`src/rtl/gpio_pkg.sv`:
```
// Shared constants for the gpio peripheral: register word offsets and default pin count.
package gpio_pkg;

  localparam int unsigned GPIO_W_DEFAULT = 16;
  localparam int unsigned BUS_W          = 32;

  localparam logic [2:0] GPIO_OFF_IN       = 3'd0;
  localparam logic [2:0] GPIO_OFF_OUT      = 3'd1;
  localparam logic [2:0] GPIO_OFF_SET      = 3'd2;
  localparam logic [2:0] GPIO_OFF_CLR      = 3'd3;
  localparam logic [2:0] GPIO_OFF_TGL      = 3'd4;
  localparam logic [2:0] GPIO_OFF_IRQ_EN   = 3'd5;
  localparam logic [2:0] GPIO_OFF_IRQ_STAT = 3'd6;

endpackage

```
`src/rtl/gpio_edge_detect.sv`:
```
// Rising-edge detector: remembers last cycle's pins and flags 0->1 transitions.
module gpio_edge_detect #(
  parameter int unsigned W = 16
) (
  input  logic         clk,
  input  logic         rst,
  input  logic [W-1:0] din,
  output logic [W-1:0] rise
);

  logic [W-1:0] prev;

  always_ff @(posedge clk or negedge rst) begin
    if (!rst) prev <= '0;
    else      prev <= din;
  end

  // prev clears on reset, so pins already high count as a rise on the first edge
  assign rise = din & ~prev;

endmodule

```
`src/rtl/gpio.sv`:
```
// Memory-mapped GPIO: input view, output register with set/clear/toggle aliases.
// Rising-edge interrupts are built only when GPIO_IRQ_EN is defined.
module gpio
  import gpio_pkg::*;
#(
  parameter int unsigned GPIO_W = GPIO_W_DEFAULT
) (
  input  logic              clk,
  input  logic              rst,
  input  logic              bSel,
  input  logic              bWrite,
  input  logic [31:0]       bAddr,
  input  logic [31:0]       bWData,
  output logic [31:0]       bRData,
  input  logic [GPIO_W-1:0] gpioInput,
  output logic [GPIO_W-1:0] gpioOutput,
  output logic              irq
);

  logic [2:0]        wordIdx;
  logic              wrEn;
  logic [GPIO_W-1:0] wData;
  logic [GPIO_W-1:0] outReg;
  logic [GPIO_W-1:0] outNext;
  logic [GPIO_W-1:0] rdData;
  logic              unusedBits;

  assign wordIdx    = bAddr[4:2];
  assign wrEn       = bSel & bWrite;
  assign wData      = bWData[GPIO_W-1:0];
  assign unusedBits = ^{bAddr[31:5], bAddr[1:0], bWData};

  // Output register next value, including the atomic alias writes
  always_comb begin
    outNext = outReg;
    if (wrEn) begin
      case (wordIdx)
        GPIO_OFF_OUT: outNext = wData;
        GPIO_OFF_SET: outNext = outReg | wData;
        GPIO_OFF_CLR: outNext = outReg & ~wData;
        GPIO_OFF_TGL: outNext = outReg ^ wData;
        default:      outNext = outReg;
      endcase
    end
  end

  always_ff @(posedge clk or negedge rst) begin
    if (!rst) outReg <= '0;
    else      outReg <= outNext;
  end

  assign gpioOutput = outReg;

`ifdef GPIO_IRQ_EN
  logic [GPIO_W-1:0] rise;
  logic [GPIO_W-1:0] irqEn;
  logic [GPIO_W-1:0] irqEnNext;
  logic [GPIO_W-1:0] irqStat;
  logic [GPIO_W-1:0] irqStatNext;

  gpio_edge_detect #(.W(GPIO_W)) uEdge (
    .clk  (clk),
    .rst  (rst),
    .din  (gpioInput),
    .rise (rise)
  );

  // Edge set is OR-ed in after the W1C so a same-cycle edge wins
  always_comb begin
    irqEnNext   = irqEn;
    irqStatNext = irqStat;
    if (wrEn && (wordIdx == GPIO_OFF_IRQ_EN))   irqEnNext   = wData;
    if (wrEn && (wordIdx == GPIO_OFF_IRQ_STAT)) irqStatNext = irqStat & ~wData;
    irqStatNext = irqStatNext | rise;
  end

  always_ff @(posedge clk or negedge rst) begin
    if (!rst) begin
      irqEn   <= '0;
      irqStat <= '0;
    end else begin
      irqEn   <= irqEnNext;
      irqStat <= irqStatNext;
    end
  end

  assign irq = |(irqStat & irqEn);
`else
  assign irq = 1'b0;
`endif

  // Zero-latency read mux; deselected, write-only and unmapped offsets read 0
  always_comb begin
    rdData = '0;
    if (bSel) begin
      case (wordIdx)
        GPIO_OFF_IN:       rdData = gpioInput;
        GPIO_OFF_OUT:      rdData = outReg;
`ifdef GPIO_IRQ_EN
        GPIO_OFF_IRQ_EN:   rdData = irqEn;
        GPIO_OFF_IRQ_STAT: rdData = irqStat;
`endif
        default:           rdData = '0;
      endcase
    end
  end

  assign bRData = BUS_W'(rdData);

endmodule

```
`config.mk`:
```
export PLATFORM = sky130hd
export DESIGN_NAME = gpio
export DESIGN_NICKNAME = d
export VERILOG_FILES = /design/src/rtl/gpio_pkg.sv /design/src/rtl/gpio_edge_detect.sv /design/src/rtl/gpio.sv
export SDC_FILE = /design/constraint.sdc
export NUM_CORES = 1
export LEC_CHECK = 0
export CORE_ASPECT_RATIO = 1.5
export CORE_MARGIN = 1.5
export CORE_UTILIZATION = 33
export CTS_CLUSTER_SIZE = 16
export DETAILED_ROUTE_END_ITERATION = 10
export GPL_TIMING_DRIVEN = 0
export PLACE_DENSITY_LB_ADDON = 0.3
export SYNTH_ARGS = -nofsm -noshare
export SYNTH_HDL_FRONTEND = slang
export SYNTH_SLANG_ARGS = --single-unit
```
`constraint.sdc`:
```
create_clock -name clk -period 1.9 [get_ports clk]
set_input_delay 0.57 -clock clk [delete_from_list [all_inputs] [get_ports clk]]
set_output_delay 0.57 -clock clk [all_outputs]
set_load 0.03 [all_outputs]
```
Yosys cells after proc, flatten, opt, wreduce, memory -nomap -nowiden
Index checks and enable logic that the tools add are counted.
{ "word_totals": {"reg_bits": 16, "inputBits": 84, "output_inout_bits": 49, "elab_cells": 16} }
{ "classes": {"n_eq_ne": 4, "mux": 3, "n_bitwise": 5, "reduce_logical": 3} }
{ "ops": {"columns": ["op", "count"], "rows": [
  ["16-bit one-hot mux with 4 select lines", 1],
  ["16-bit one-hot mux with 2 select lines", 1],
  ["16-bit bitwise AND", 1],
  ["16-bit 2-to-1 mux", 1],
  ["16-bit inverter", 1],
  ["16-bit bitwise OR", 1],
  ["16-bit XOR", 1],
  ["3-bit by 2-bit == test with 1-bit output, second input constant", 2],
  ["4-bit nonzero test", 1],
  ["3-bit by 1-bit == test with 1-bit output, second input constant", 1],
  ["3-bit == test, second input constant", 1],
  ["3-bit zero test", 1],
  ["2-bit AND reduction", 1],
  ["1-bit bitwise AND", 1]
]} }

Longest topological paths before layout
{ "depth": {"word_depth": 3, "ltp_mapped": 6, "mapped_depth_nobuf": 5} }

Least setup slack after synthesis
Ideal clock, no wire load.
{ "synth_timing": {"path_kind": "input to output", "start": "input bAddr[4]", "end": "output bRData[10]", "arrival_ns": 1.710, "required_time_ns": 1.330, "slack_ns": -0.380, "path_stages": 6, "path_buffers": 3, "cell_sequence": "buf_6 -> clkbuf_1 -> nor2_1 -> nand2_1 -> buf_2 -> nor2_1"} }
{ "synth_between": {"elab_chain_cells": 3, "elab_cells_between_ends": 4, "classes_between": "1 x eq/ne; 2 x mux; 1 x reduce/logical"} }
{ "synth_lines": {"columns": ["element", "line_no", "text"], "rows": [
  ["from (decl)", "gpio.sv:12", "input logic [31:0] bAddr,"],
  ["3-bit by 1-bit == test with 1-bit output / 3-bit zero test (equally long branches)", "gpio.sv:96", "case (wordIdx)"],
  ["16-bit one-hot mux with 2 select lines (*)", "gpio.sv:96", null],
  ["16-bit 2-to-1 mux (*)", "gpio.sv:95", "if (bSel) begin"],
  ["to (decl)", "gpio.sv:14", "output logic [31:0] bRData,"]
]} }
Mark *: on every way between the ends. The rest lies on a longest branch, timed or not.

Final worst setup path
{ "layout_timing": {"start": "input bAddr[2]", "end": "output bRData[11]"} }
The elaborated chain is that of the path after synthesis.

==> flow_summary.json <==
{
  "reg2reg_from": "gpioOutput[9]",
  "grt_util_met2_pct": 37.5,
  "global_route.usage.met3_pct": 2.37,
  "path_class": "input pin to output port",
  "cts_max_level": 1,
  "grt_setup_unrepaired": "yes",
  "holdPathEnd": "gpioOutput[1]",
  "drc": 0,
  "grt_pass1_vias": 2186,
  "syn2layout_area_growth_pct": 64.6,
  "cap_violations": 0,
  "clkSinkCount": 16,
  "min_path_type": "input pin to flop",
  "start_util_pct": 33.7,
  "skew_ns": 0,
  "finalWeightedCongestion": 0.786,
  "hp-start": "bAddr[4]",
  "crit_fanout": 5,
  "gr-total-overflow": 0,
  "yosys.area_share.simple_pct": 21.5,
  "synth_top_family_by_area": "simple AND/OR/NAND/NOR gates",
  "post-route-period-util_pct": 103,
  "max_freq_mhz": 511,
  "cp-start-kind": "input pin",
  "dieArea_um2": 7080,
  "io_pins": 133,
  "postLayoutCoreUtil_pct": 55.5,
  "syn_inst": 283,
  "dp_hpwl_um": 4770,
  "cts-root-buf": "clkbuf_8",
  "num_rows": 36,
  "core_area_um2": 6440,
  "syn_area_per_cell_um2": 7.67,
  "cts_tree": "done",
  "largest_reg_flops": 16,
  "worstPathArrival_ns": 1.39,
  "outcome": "complete, but fails checks",
  "ys_seq_area_share_pct": 18.5,
  "period_needed_ns": 1.96,
  "placed_cells": 442,
  "nets": 496,
  "antennaDiodeCount": 0,
  "vdd_ir_drop_max_v": 0.000267,
  "worst_pin_slew_ns": 0.819,
  "drv_slew": 0,
  "finalHoldViolCount": 0,
  "grt_pass1_wl_um": 11000,
  "clk_pin_slew_ns": 0.07,
  "slew-limit-headroom_pct": 45.2,
  "ys_seq_elements": 16,
  "die_h_um": 102,
  "routed_wl_um": 6610,
  "drive_above_1_share_pct": 26.4,
  "antenna_found_initial": 0,
  "cts_buffer_depth": 2,
  "ant_nets": 0,
  "ys.warnings.count": 0,
  "wl_per_cell_um": 14.5,
  "violations": "negative setup slack",
  "synth_cell_types": 32,
  "r2r_cells": 4,
  "port_buffers": 67,
  "numCtsBuffers": 3,
  "worstHoldPathCells": 2,
  "grt_max_degree": 20,
  "grtUsageTotal_pct": 19.1,
  "clkLatencyLatePin_ns": 0.25,
  "end_kind": "output port",
  "fp.dieW_um": 69.2,
  "regToRegSetupSlack_ns": 0.57,
  "synthAdderAreaFrac_pct": 18.5,
  "synth-compound-area-share_pct": 17.6,
  "met1_usage_pct": 22.2,
  "vias_per_cell": 4.97,
  "p_per_area_nw_per_um2": 544,
  "synth_mux_area_share_pct": 7.38,
  "setup_ws_ns": -0.0554,
  "grt-busiest-layer": "met2",
  "required_ns": 1.33,
  "num_vias": 2262,
  "p_leak_uw": 0.00166,
  "synth_area_um2": 2170,
  "stdcell_count": 455,
  "r2r_end": "gpioOutput[9]",
  "synth_xor_area_share_pct": 0,
  "setup_viol": 10,
  "firstDrtPassIters": 4,
  "drt_iter0_drc": 175
}
final cells by class:
| type | count | area, um2 |
|---|---|---|
| Buffer | 31 | 309 |
| Clock buffer | 4 | 55.1 |
| Fill cell | 588 | 2870 |
| Inverter | 33 | 124 |
| Multi-Input combinational cell | 215 | 1790 |
| Sequential cell | 16 | 400 |
| Tap cell | 76 | 95.1 |
| Timing Repair Buffer | 80 | 795 |
repair_timing:
| item | in CTS | in global routing |
|---|---|---|
| gates cloned | 2 | 0 |
| gates resized for setup | 178 | 8 |
| buffers inserted | 6 | 5 |
| hold buffers | 0 | 0 |
| pin swaps | 18 | 7 |
| endpoints found under the setup margin | 40 | 20 |
cells in the mapped netlist:
master / instances / area, um2
nor2_1: 41 / 154
inv_1: 33 / 124
ha_1: 32 / 400
and2_1: 17 / 106
buf_4: 17 / 128
dfrtp_1: 16 / 400
mux2i_1: 16 / 160
o21ai_0: 16 / 80.1
nand2_1: 9 / 33.8
nand2b_1: 9 / 56.3
a21oi_1: 8 / 40.0
a221oi_1: 8 / 70.1
a31oi_1: 8 / 50.1
nand3_1: 8 / 40.0
o22ai_1: 8 / 50.1
a41oi_1: 7 / 61.3
buf_2: 6 / 30.0
clkbuf_1: 5 / 18.8
buf_6: 4 / 45.0
buf_1: 3 / 11.3
a41oi_2: 1 / 16.3
and3_4: 1 / 11.3
conb_1: 1 / 3.75
nand3b_1: 1 / 7.51
nand4bb_1: 1 / 11.3
nor2_2: 1 / 6.26
nor2b_1: 1 / 6.26
nor3b_2: 1 / 12.5
o21ai_1: 1 / 5.00
o311a_1: 1 / 10.0
or3_4: 1 / 11.3
or3b_2: 1 / 8.76
worst max-delay path by stage:
stage               slack (ns)  cells after the start  startpoint    endpoint
CTS                      -0.05                      6    bAddr[2]   bRData[9]
global route             -0.08                      6    bAddr[2]   bRData[8]
detailed placement       -0.92                      5        bSel   bRData[6]
global placement         -0.93                      5        bSel  bRData[12]
finish                   -0.06                      6    bAddr[2]  bRData[11]
floorplan                -0.05                      6    bAddr[4]  bRData[10]
critical path: stages:
cell and delay [ns]:
buf_12 0.11, buf_12 0.13, buf_16 0.14, mux2i_4 0.19, nor2_4 0.11, buf_6 0.13
per-stage QoR:
step                cell area (um2)  power [uW]  worst slack [ns]  TNS [ns]  hold slack [ns]
finish                         3570        1940           -0.0554    -0.398            0.512
global route                   3570        2090           -0.0825    -0.739            0.531
CTS                            3480        1920           -0.0493    -0.397            0.563
detailed placement             3230        1580            -0.923    -18.36            0.640
global placement               3230        1550            -0.925    -18.22            0.629
floorplan                      2470        1200           -0.0529    -0.815            0.274
cells in the final DEF (no fill, tap or decap), types with 9 or more instances in the layout:
master and n:
inv_1 33, ha_1 32, dlygate4sd2_1 32, buf_4 26
nor2_1 24, buf_6 19, clkdlybuf4s50_1 18, and2_1 17
conb_1 17, nor2_4 16, o21ai_0 16, dfrtp_1 16
mux2i_4 15, nand2b_1 9
kinds of logic after synthesis:
| family | after synthesis |
|---|---|
| mux | 16 |
| other cells | 1 |
| compound gates | 58 |
| buf+inv | 68 |
| flops | 16 |
| fa+ha+maj | 32 |
| simple gates | 92 |
layer usage:
layer	up-vias	routed length (um)
met5	-	0
met4	0	25
met3	2	302
met2	91	3710
met1	1052	2570
li1	1117	-
power breakdown:
group	switching, uW	total (uW)	internal [uW]
Combinational	587	1080	492
Clock	128	312	184
Sequential	143	554	411
Total	858	1940	1090
(Power assumes the default switching activity.)
